## src/rtl/ifetch_unit.sv

```systemverilog
`default_nettype none
// ifetch_unit: single-issue fetch stage driving the IF/ID register, with a one-entry hold buffer.
// Optional build macro IF_PERF_CNT_EN adds the fetch_count output and its counter.
module ifetch_unit #(
  parameter logic [31:0] RESET_PC = 32'h0000_0000,
  parameter int unsigned MIP_BUS  = 32
) (
  input  logic               clk,
  input  logic               rst,
  input  logic               stall,
  input  logic               branch_taken,
  input  logic [31:0]        branch_target,
  input  logic               Jump,
  input  logic [25:0]        jump_index,
  output logic               imem_req,
  output logic [29:0]        imem_addr,
  input  logic [MIP_BUS-1:0] imem_rdata,
  input  logic               imem_ready,
  output logic [MIP_BUS-1:0] Instruction,
  output logic [31:0]        PC_plus4,
  output logic               IF_valid
`ifdef IF_PERF_CNT_EN
  ,
  output logic [31:0]        fetch_count
`endif
);

  typedef enum logic [1:0] {
    S_BOOT  = 2'd0,
    S_FETCH = 2'd1,
    S_KILL  = 2'd2,
    S_HOLD  = 2'd3
  } state_t;

  state_t             state_q, state_d;
  logic [31:0]        pc_q, pc_d;
  logic [29:0]        kill_addr_q, kill_addr_d;
  logic [MIP_BUS-1:0] hold_instr_q, hold_instr_d;
  logic [31:0]        hold_pc4_q, hold_pc4_d;
  logic [MIP_BUS-1:0] instr_q, instr_d;
  logic [31:0]        pc4_q, pc4_d;
  logic               valid_q, valid_d;
  logic               load_real;

  logic               redirect;
  logic [31:0]        br_target;
  logic [31:0]        jmp_target;
  logic [31:0]        redir_target;
  logic [31:0]        pc_inc;
  logic               unused_bt_lsbs;

  assign redirect     = (branch_taken | Jump) & ~stall;
  assign br_target    = {branch_target[31:2], 2'b00};
  assign jmp_target   = {pc4_q[31:28], jump_index, 2'b00};
  assign redir_target = branch_taken ? br_target : jmp_target;
  assign pc_inc       = pc_q + 32'd4;
  assign unused_bt_lsbs = ^branch_target[1:0];

  always_comb begin
    state_d      = state_q;
    pc_d         = pc_q;
    kill_addr_d  = kill_addr_q;
    hold_instr_d = hold_instr_q;
    hold_pc4_d   = hold_pc4_q;
    instr_d      = instr_q;
    pc4_d        = pc4_q;
    valid_d      = valid_q;
    load_real    = 1'b0;

    case (state_q)
      S_BOOT: begin
        state_d = S_FETCH;
      end
      S_FETCH: begin
        if (imem_ready) begin
          if (!redirect) begin
            pc_d = pc_inc;
            if (stall) begin
              hold_instr_d = imem_rdata;
              hold_pc4_d   = pc_inc;
              state_d      = S_HOLD;
            end else begin
              instr_d   = imem_rdata;
              pc4_d     = pc_inc;
              valid_d   = 1'b1;
              load_real = 1'b1;
            end
          end
        end else if (redirect) begin
          // The in-flight request must stay visible on the bus until memory answers it.
          kill_addr_d = pc_q[31:2];
          state_d     = S_KILL;
        end else if (!stall) begin
          valid_d = 1'b0;
        end
      end
      S_KILL: begin
        if (imem_ready) begin
          state_d = S_FETCH;
        end
      end
      S_HOLD: begin
        if (!stall) begin
          if (!redirect) begin
            instr_d   = hold_instr_q;
            pc4_d     = hold_pc4_q;
            valid_d   = 1'b1;
            load_real = 1'b1;
          end
          state_d = S_FETCH;
        end
      end
      default: begin
        state_d = S_BOOT;
      end
    endcase

    // A redirect overrides whatever the state logic chose for IF/ID and PC.
    if (redirect) begin
      instr_d   = '0;
      valid_d   = 1'b0;
      pc_d      = redir_target;
      load_real = 1'b0;
    end
  end

  always_ff @(posedge clk or posedge rst) begin
    if (rst) begin
      state_q      <= S_BOOT;
      pc_q         <= RESET_PC;
      kill_addr_q  <= RESET_PC[31:2];
      hold_instr_q <= '0;
      hold_pc4_q   <= '0;
      instr_q      <= '0;
      pc4_q        <= '0;
      valid_q      <= 1'b0;
    end else begin
      state_q      <= state_d;
      pc_q         <= pc_d;
      kill_addr_q  <= kill_addr_d;
      hold_instr_q <= hold_instr_d;
      hold_pc4_q   <= hold_pc4_d;
      instr_q      <= instr_d;
      pc4_q        <= pc4_d;
      valid_q      <= valid_d;
    end
  end

  assign imem_req    = (state_q == S_FETCH) || (state_q == S_KILL);
  assign imem_addr   = (state_q == S_KILL) ? kill_addr_q : pc_q[31:2];
  assign Instruction = instr_q;
  assign PC_plus4    = pc4_q;
  assign IF_valid    = valid_q;

`ifdef IF_PERF_CNT_EN
  logic [31:0] fetch_count_q, fetch_count_d;

  always_comb begin
    fetch_count_d = fetch_count_q;
    if (load_real) begin
      fetch_count_d = fetch_count_q + 32'd1;
    end
  end

  always_ff @(posedge clk or posedge rst) begin
    if (rst) begin
      fetch_count_q <= '0;
    end else begin
      fetch_count_q <= fetch_count_d;
    end
  end

  assign fetch_count = fetch_count_q;
`else
  logic unused_load_real;
  assign unused_load_real = load_real;
`endif

endmodule
`default_nettype wire

```

## config.mk

```make
export PLATFORM = sky130hd
export DESIGN_NAME = ifetch_unit
export DESIGN_NICKNAME = d
export VERILOG_FILES = /design/src/rtl/ifetch_unit.sv
export SDC_FILE = /design/constraint.sdc
export NUM_CORES = 1
export LEC_CHECK = 0
export BUFFER_PORTS_ARGS = -buffer_cell sky130_fd_sc_hd__buf_2
export CAP_MARGIN = 20
export CORE_UTILIZATION = 30
export CTS_BUF_LIST = sky130_fd_sc_hd__clkbuf_2 sky130_fd_sc_hd__clkbuf_4 sky130_fd_sc_hd__clkbuf_8
export CTS_CLUSTER_DIAMETER = 60
export DETAILED_ROUTE_END_ITERATION = 12
export PLACE_DENSITY_LB_ADDON = 0.25
export SLEW_MARGIN = 20
export SYNTH_ARGS = -nofsm -noshare
export SYNTH_HDL_FRONTEND = slang
export SYNTH_SLANG_ARGS = --single-unit
```

## constraint.sdc

```tcl
create_clock -name clk -period 12.2 [get_ports clk]
set_input_delay 0.61 -clock clk [delete_from_list [all_inputs] [get_ports clk]]
set_output_delay 0.61 -clock clk [all_outputs]
set_load 0.005 [all_outputs]
```

==> results of run 1 <==
-- registers in the layout, indices dropped and copies added, names as in the netlist --
register,flops
PC_plus4,30
hold_instr_q,32
hold_pc4_q,30
kill_addr_q,30
state_q,2
Instruction,32
IF_valid,1
pc_q,30
-- worst paths after layout --
check,start,end,cells past startpoint
max,state_q[1]$_DFFE_PP0P_,PC_plus4[26]$_DFFE_PP0P_,8
min,rst,Instruction[25]$_DFFE_PP0P_,2
max reg2reg,state_q[1]$_DFFE_PP0P_,PC_plus4[26]$_DFFE_PP0P_,8
min reg2reg,Instruction[16]$_DFFE_PP0P_,Instruction[16]$_DFFE_PP0P_,2
max in group asynchronous,rst,kill_addr_q[18]$_DFFE_PP0P_,3
min in group clk,imem_rdata[30],hold_instr_q[30]$_DFFE_PP0P_,2
-- kinds of logic after synthesis --
kind of cell	Yosys count
simple gates	253
flops	187
compound gates	186
mux	129
buf+inv	94
xor+xnor	52
fa+ha+maj	4
other cells	1
-- power breakdown --
part           total (W)  switching [W]  internal (W)
Clock           0.000454       0.000227      0.000227
Combinational   0.000822       0.000420      0.000402
Sequential       0.00105       0.000169      0.000884
-- per-stage QoR --
stage,cells,utilization,setup WS [ps]
after floorplan,907,-,6500
after global placement,1423,0.346,9050
after detailed placement,1423,0.346,9060
after CTS,1455,0.360,9360
after global routing,1455,0.360,9090
final,1457,0.360,9400
-- final cells by class --
| type | count | area (um2) |
|---|---|---|
| Timing Repair Buffer | 199 | 1030 |
| Multi-Input combinational cell | 626 | 4310 |
| Clock inverter | 14 | 191 |
| Clock buffer | 18 | 241 |
| Sequential cell | 187 | 4680 |
| Fill cell | 3163 | 19600 |
| Tap cell | 396 | 495 |
| Inverter | 15 | 63.8 |
| Antenna cell | 2 | 5.00 |
-- per-layer routing --
metal / up-vias / GRT usage / share of wire
met2: 182 / 0.233 / 0.44
met3: 18 / 0.0373 / 0.052
met5: - / 0 / 0
met4: 0 / 0.0438 / 0.012
met1: 3298 / 0.225 / 0.49
li1: 3465 / - / -
-- cells in the mapped netlist (12+ instances only) --
| master | count | share of area |
|---|---|---|
| dfrtp_1 | 187 | 0.50 |
| nand2_1 | 115 | 0.046 |
| mux2_2 | 92 | 0.11 |
| clkbuf_1 | 50 | 0.020 |
| o21ai_0 | 49 | 0.026 |
| a21oi_1 | 47 | 0.025 |
| mux2i_1 | 37 | 0.040 |
| o31ai_1 | 36 | 0.029 |
| nor2_1 | 35 | 0.014 |
| xnor2_1 | 30 | 0.028 |
| nor2b_1 | 28 | 0.019 |
| a211oi_1 | 26 | 0.021 |
| xor2_1 | 22 | 0.021 |
| nand3_1 | 17 | 0.0091 |
| nor3_1 | 17 | 0.0091 |
| inv_1 | 15 | 0.0060 |
| nand4_1 | 15 | 0.010 |
| buf_1 | 12 | 0.0048 |
| buf_2 | 12 | 0.0064 |
| o22ai_1 | 12 | 0.0080 |
-- worst register-to-register path: stages, from the launching register on --
cell,delay (ps)
dfrtp_1,440
inv_1,90
ha_1,310
nand2_1,400
o21a_1,270
nor4_2,130
buf_4,310
nand2_1,440
o22ai_1,320
==> flow_summary.json, run 1 <==
{
  "outcome": "complete, no violations",
  "slew_viol_final": 0,
  "post-cts-setup-buffer-count": 0,
  "routedWlPerCell_um": 16.4,
  "placed_area_um2": 10600,
  "relSlewSlack": 0.346,
  "syn_avg_cell_area_um2": 10.3,
  "die_w_um": 178,
  "seq_area_frac_synth": 0.501,
  "drv_cap": 0,
  "rsz0062_at_grt": "false",
  "crit_slowest_cell": "dfrtp_1",
  "worstSkewPairLatency_ps": 460,
  "clk_pin_slew_ps": 100,
  "critical_path.cell_chain": "inv_1 -> ha_1 -> nand2_1 -> o21a_1 -> nor4_2 -> buf_4 -> nand2_1 -> o22ai_1",
  "worstSetupPathType": "reg2reg",
  "drt_wl_total_um": 23800,
  "drc_errors": 0,
  "fin_setup_tns_ps": 0,
  "fin_nets": 1146,
  "min_period_ps": 2800,
  "crit_arrival_ps": 3180,
  "r2r_slack_ps": 9400,
  "cts-root-buf": "clkbuf_8",
  "cpMostUsedCell": "nand2_1",
  "ant_nets": 0,
  "worst-path-buf-inv": 2,
  "holdBufCountCts": 0,
  "die_h_um": 178,
  "synth_warnings": 0,
  "synth-xor-area-share": 0.0488,
  "grt_pass1_wl_um": 38100,
  "setup.worst_path.start_class": "flip-flop",
  "viasPerCell": 4.78,
  "num_vias": 6963,
  "core_area_um2": 30600,
  "crit_path_end_kind": "flip-flop",
  "synthSimpleGateAreaFrac": 0.130,
  "synth_edf_count": 0,
  "hold_path.class": "in2async",
  "pin_count": 192,
  "leakagePower_nw": 4.76,
  "ctsResizeCount": 0,
  "htreeDepth": 4,
  "synth_flop_cell": "dfrtp_1",
  "cts_tree": "done",
  "gp_congestion": 0.771,
  "syn_inst": 906,
  "portBuffers": 187,
  "synth_compound_area_frac": 0.122,
  "timing.fmax_ghz": 0.357,
  "drtPass1Iterations": 5,
  "worst_pin_slew_ps": 973,
  "start_util": 0.305,
  "slowest_delay_ps": 440,
  "grt_use_total": 0.157,
  "crit_fanout": 22,
  "irDropWorstVdd_mv": 0.0925,
  "row_count": 64,
  "grt_max_degree": 106,
  "drive_gt1_frac": 0.321,
  "synth_top_family_by_area": "multiplexers",
  "antenna_found_initial": 2,
  "cts_made_buffers": 17,
  "clock-sinks": 187,
  "finalHoldViolCount": 0,
  "die_area_um2": 31800,
  "muxShareOfSynthArea": 0.151,
  "layout_common_cells": "dfrtp_1 (187), buf_2 (187), nand2_1 (114)",
  "hpwlAfterDp_um": 16400,
  "yosys_register_bits": 187,
  "holdWs_ps": 216,
  "grt-ovfl-total": 0,
  "ys_types": 43,
  "setup_viol": 0,
  "cts_buffer_depth": 2,
  "skew_ps": 11.4,
  "final_area_um2": 11000,
  "min_period_over_period": 0.230,
  "cp.required_ps": 12570,
  "grt_pass1_vias": 6633,
  "crit_family": "simple AND/OR/NAND/NOR gates",
  "synthAdderAreaFrac": 0.00536,
  "power_density_nw_per_um2": 212,
  "syn_area_um2": 9340,
  "synthArstFlopShare": 1.00,
  "fin_total_pwr_w": 0.00233,
  "drt-initial-drc-count": 436,
  "area_growth_syn_to_layout_pct": 17.9
}
(Power assumes the default switching activity.)
==> run 2: changes to the inputs <==
==> constraint.sdc (replaced) <==
create_clock -name clk -period 2.4 [get_ports clk]
set_input_delay 0.12 -clock clk [delete_from_list [all_inputs] [get_ports clk]]
set_output_delay 0.12 -clock clk [all_outputs]
set_load 0.005 [all_outputs]
==> flow_summary.json, run 2 (synthesized netlist as in run 1, its figures left out) <==
{
  "outcome": "complete, no violations",
  "worstHoldEndpoint": "pc_q[21]$_DFFE_PP0P_",
  "seqPwrFrac": 0.417,
  "ant_nets": 0,
  "num_vias": 7328,
  "setup_viol": 0,
  "portBuffers": 187,
  "min_period_ps": 2200,
  "irDropWorstVdd_mv": 0.479,
  "area_growth_syn_to_layout_pct": 29.4,
  "fin_setup_tns_ps": 0,
  "grt_max_degree": 93,
  "post-place-ws_ps": 219,
  "clock-sinks": 187,
  "finalHoldViolCount": 0,
  "hpwlAfterDp_um": 17100,
  "drt_wl_total_um": 24800,
  "hold_depth": 4,
  "crit_slowest_cell": "dfrtp_1",
  "pin_count": 192,
  "viasPerCell": 4.72,
  "fin_cells": 1551,
  "crit_path_end_kind": "flip-flop",
  "worstSkewPairLatency_ps": 470,
  "drive_gt1_frac": 0.324,
  "worstSetupPathType": "reg2reg",
  "cts_tree": "done",
  "r2r_slack_ps": 200,
  "cts-root-buf": "clkbuf_8",
  "slew_viol_final": 0,
  "row_count": 64,
  "hold_path.class": "in2reg",
  "die_w_um": 178,
  "grt_use_total": 0.161,
  "comb_power_share": 0.366,
  "p_sw_w": 0.00426,
  "gp_congestion": 0.767,
  "core_area_um2": 30600,
  "r2r_end": "hold_pc4_q[22]$_DFFE_PP0P_",
  "cp.required_ps": 2740,
  "antenna_found_initial": 2,
  "layout_common_cells": "dfrtp_1 (187), buf_2 (187), nand2_1 (114)",
  "slowest_delay_ps": 480,
  "p_sw_frac": 0.340,
  "hold_start": "jump_index[19]",
  "die_h_um": 178,
  "grt_pass1_wl_um": 39600,
  "htreeDepth": 4,
  "post-cts-setup-buffer-count": 0,
  "die_area_um2": 31800,
  "timing.fmax_ghz": 0.455,
  "dpl.cell_count": 1456,
  "cts_made_buffers": 17,
  "power_frac_clock": 0.217,
  "ctsResizeCount": 0,
  "skew_ps": 15.7,
  "worst_pin_slew_ps": 504,
  "rsz0062_at_grt": "false",
  "crit_fanout": 15,
  "drc_errors": 0,
  "crit_arrival_ps": 2540,
  "cts_buffer_depth": 2,
  "power_density_nw_per_um2": 1040,
  "start_util": 0.305,
  "critical_path.cell_chain": "ha_1 -> nand3_1 -> nor4_2 -> buf_12 -> nand2_1 -> xnor2_1 -> o21ai_0",
  "drv_cap": 0,
  "holdBufCountCts": 61,
  "ff2ff_path_depth": 7,
  "grt-ovfl-total": 0,
  "leakagePower_nw": 5.25,
  "drtPass1Iterations": 5,
  "drt-initial-drc-count": 482,
  "fin_nets": 1240,
  "relSlewSlack": 0.664,
  "worst_slack_ps": 202,
  "grt_pass1_vias": 7007,
  "setup.worst_path.start_class": "flip-flop",
  "worstReg2RegStart": "pc_q[3]$_DFFE_PP0P_",
  "min_period_over_period": 0.916,
  "internal-power_w": 0.00828,
  "routedWlPerCell_um": 16.0,
  "clk_pin_slew_ps": 100
}
run 2: cell count changes in the layout (fill, tap and decap cells not counted), moves of 3 or more:
| cell | before | now |
|---|---|---|
| buf_4 | 11 | 35 |
| buf_12 | 0 | 10 |
| bufinv_16 | 4 | 7 |
| clkinv_2 | 4 | 0 |
| dlygate4sd3_1 | 0 | 61 |
run 2: worst max-delay path: cells and delay by family (launching register included):
| family | cells | cell delay (ps) |
|---|---|---|
| flip-flops | 1 | 480 |
| AO/OA/AOI/OAI | 1 | 130 |
| XOR/XNOR | 1 | 310 |
| AND/OR/NAND/NOR | 3 | 710 |
| adder cells (fa/ha/maj) | 1 | 250 |
| buffers and inverters | 1 | 190 |
run 2: area by class of cell:
type                            count  area [um2]
Fill cell                        3101       18500
Sequential cell                   187        4680
Multi-Input combinational cell    626        4310
Timing Repair Buffer              293        2010
Tap cell                          396         495
Clock inverter                     14         277
Clock buffer                       18         248
Inverter                           15        60.1
Antenna cell                        2        5.00
run 2: worst max path at each step:
| stage | startpoint | end | cells past startpoint |
|---|---|---|---|
| global placement | pc_q[3]$_DFFE_PP0P_ | pc_q[25]$_DFFE_PP0P_ | 5 |
| detailed placement | pc_q[3]$_DFFE_PP0P_ | hold_pc4_q[22]$_DFFE_PP0P_ | 7 |
| CTS | pc_q[3]$_DFFE_PP0P_ | hold_pc4_q[22]$_DFFE_PP0P_ | 7 |
| global route | pc_q[2]$_DFFE_PP0P_ | PC_plus4[20]$_DFFE_PP0P_ | 7 |
| floorplan | rst | IF_valid$_DFFE_PP0P_ | 1 |
| finish | pc_q[3]$_DFFE_PP0P_ | hold_pc4_q[22]$_DFFE_PP0P_ | 7 |
run 2: layer usage:
layer	part of all wire	track usage	vias up	wire, um
met4	0.0059	0.0367	0	146
met3	0.041	0.0311	8	1020
li1	-	-	3646	-
met2	0.46	0.245	163	11300
met5	0	0	-	0
met1	0.50	0.234	3511	12300
run 2: power groups by stage:
stage	Combinational (W)	Clock, W	Sequential (W)
2_1_floorplan	0.00290	0	0.00517
3_3_place_gp	0.00451	0	0.00528
3_5_place_dp	0.00458	0	0.00533
4_1_cts	0.00467	0.00280	0.00526
5_1_grt	0.00514	0.00292	0.00545
6_report	0.00459	0.00272	0.00523
run 2: metrics by stage:
step / hold WS [ps] / util / power [W] / area, um2
floorplan: 271 / - / 0.00807 / 9350
global placement: 292 / 0.358 / 0.00979 / 10900
detailed placement: 289 / 0.358 / 0.00991 / 10900
CTS: 1.88 / 0.395 / 0.0127 / 12100
global route: 15.3 / 0.395 / 0.0135 / 12100
finish: 36.7 / 0.395 / 0.0125 / 12100
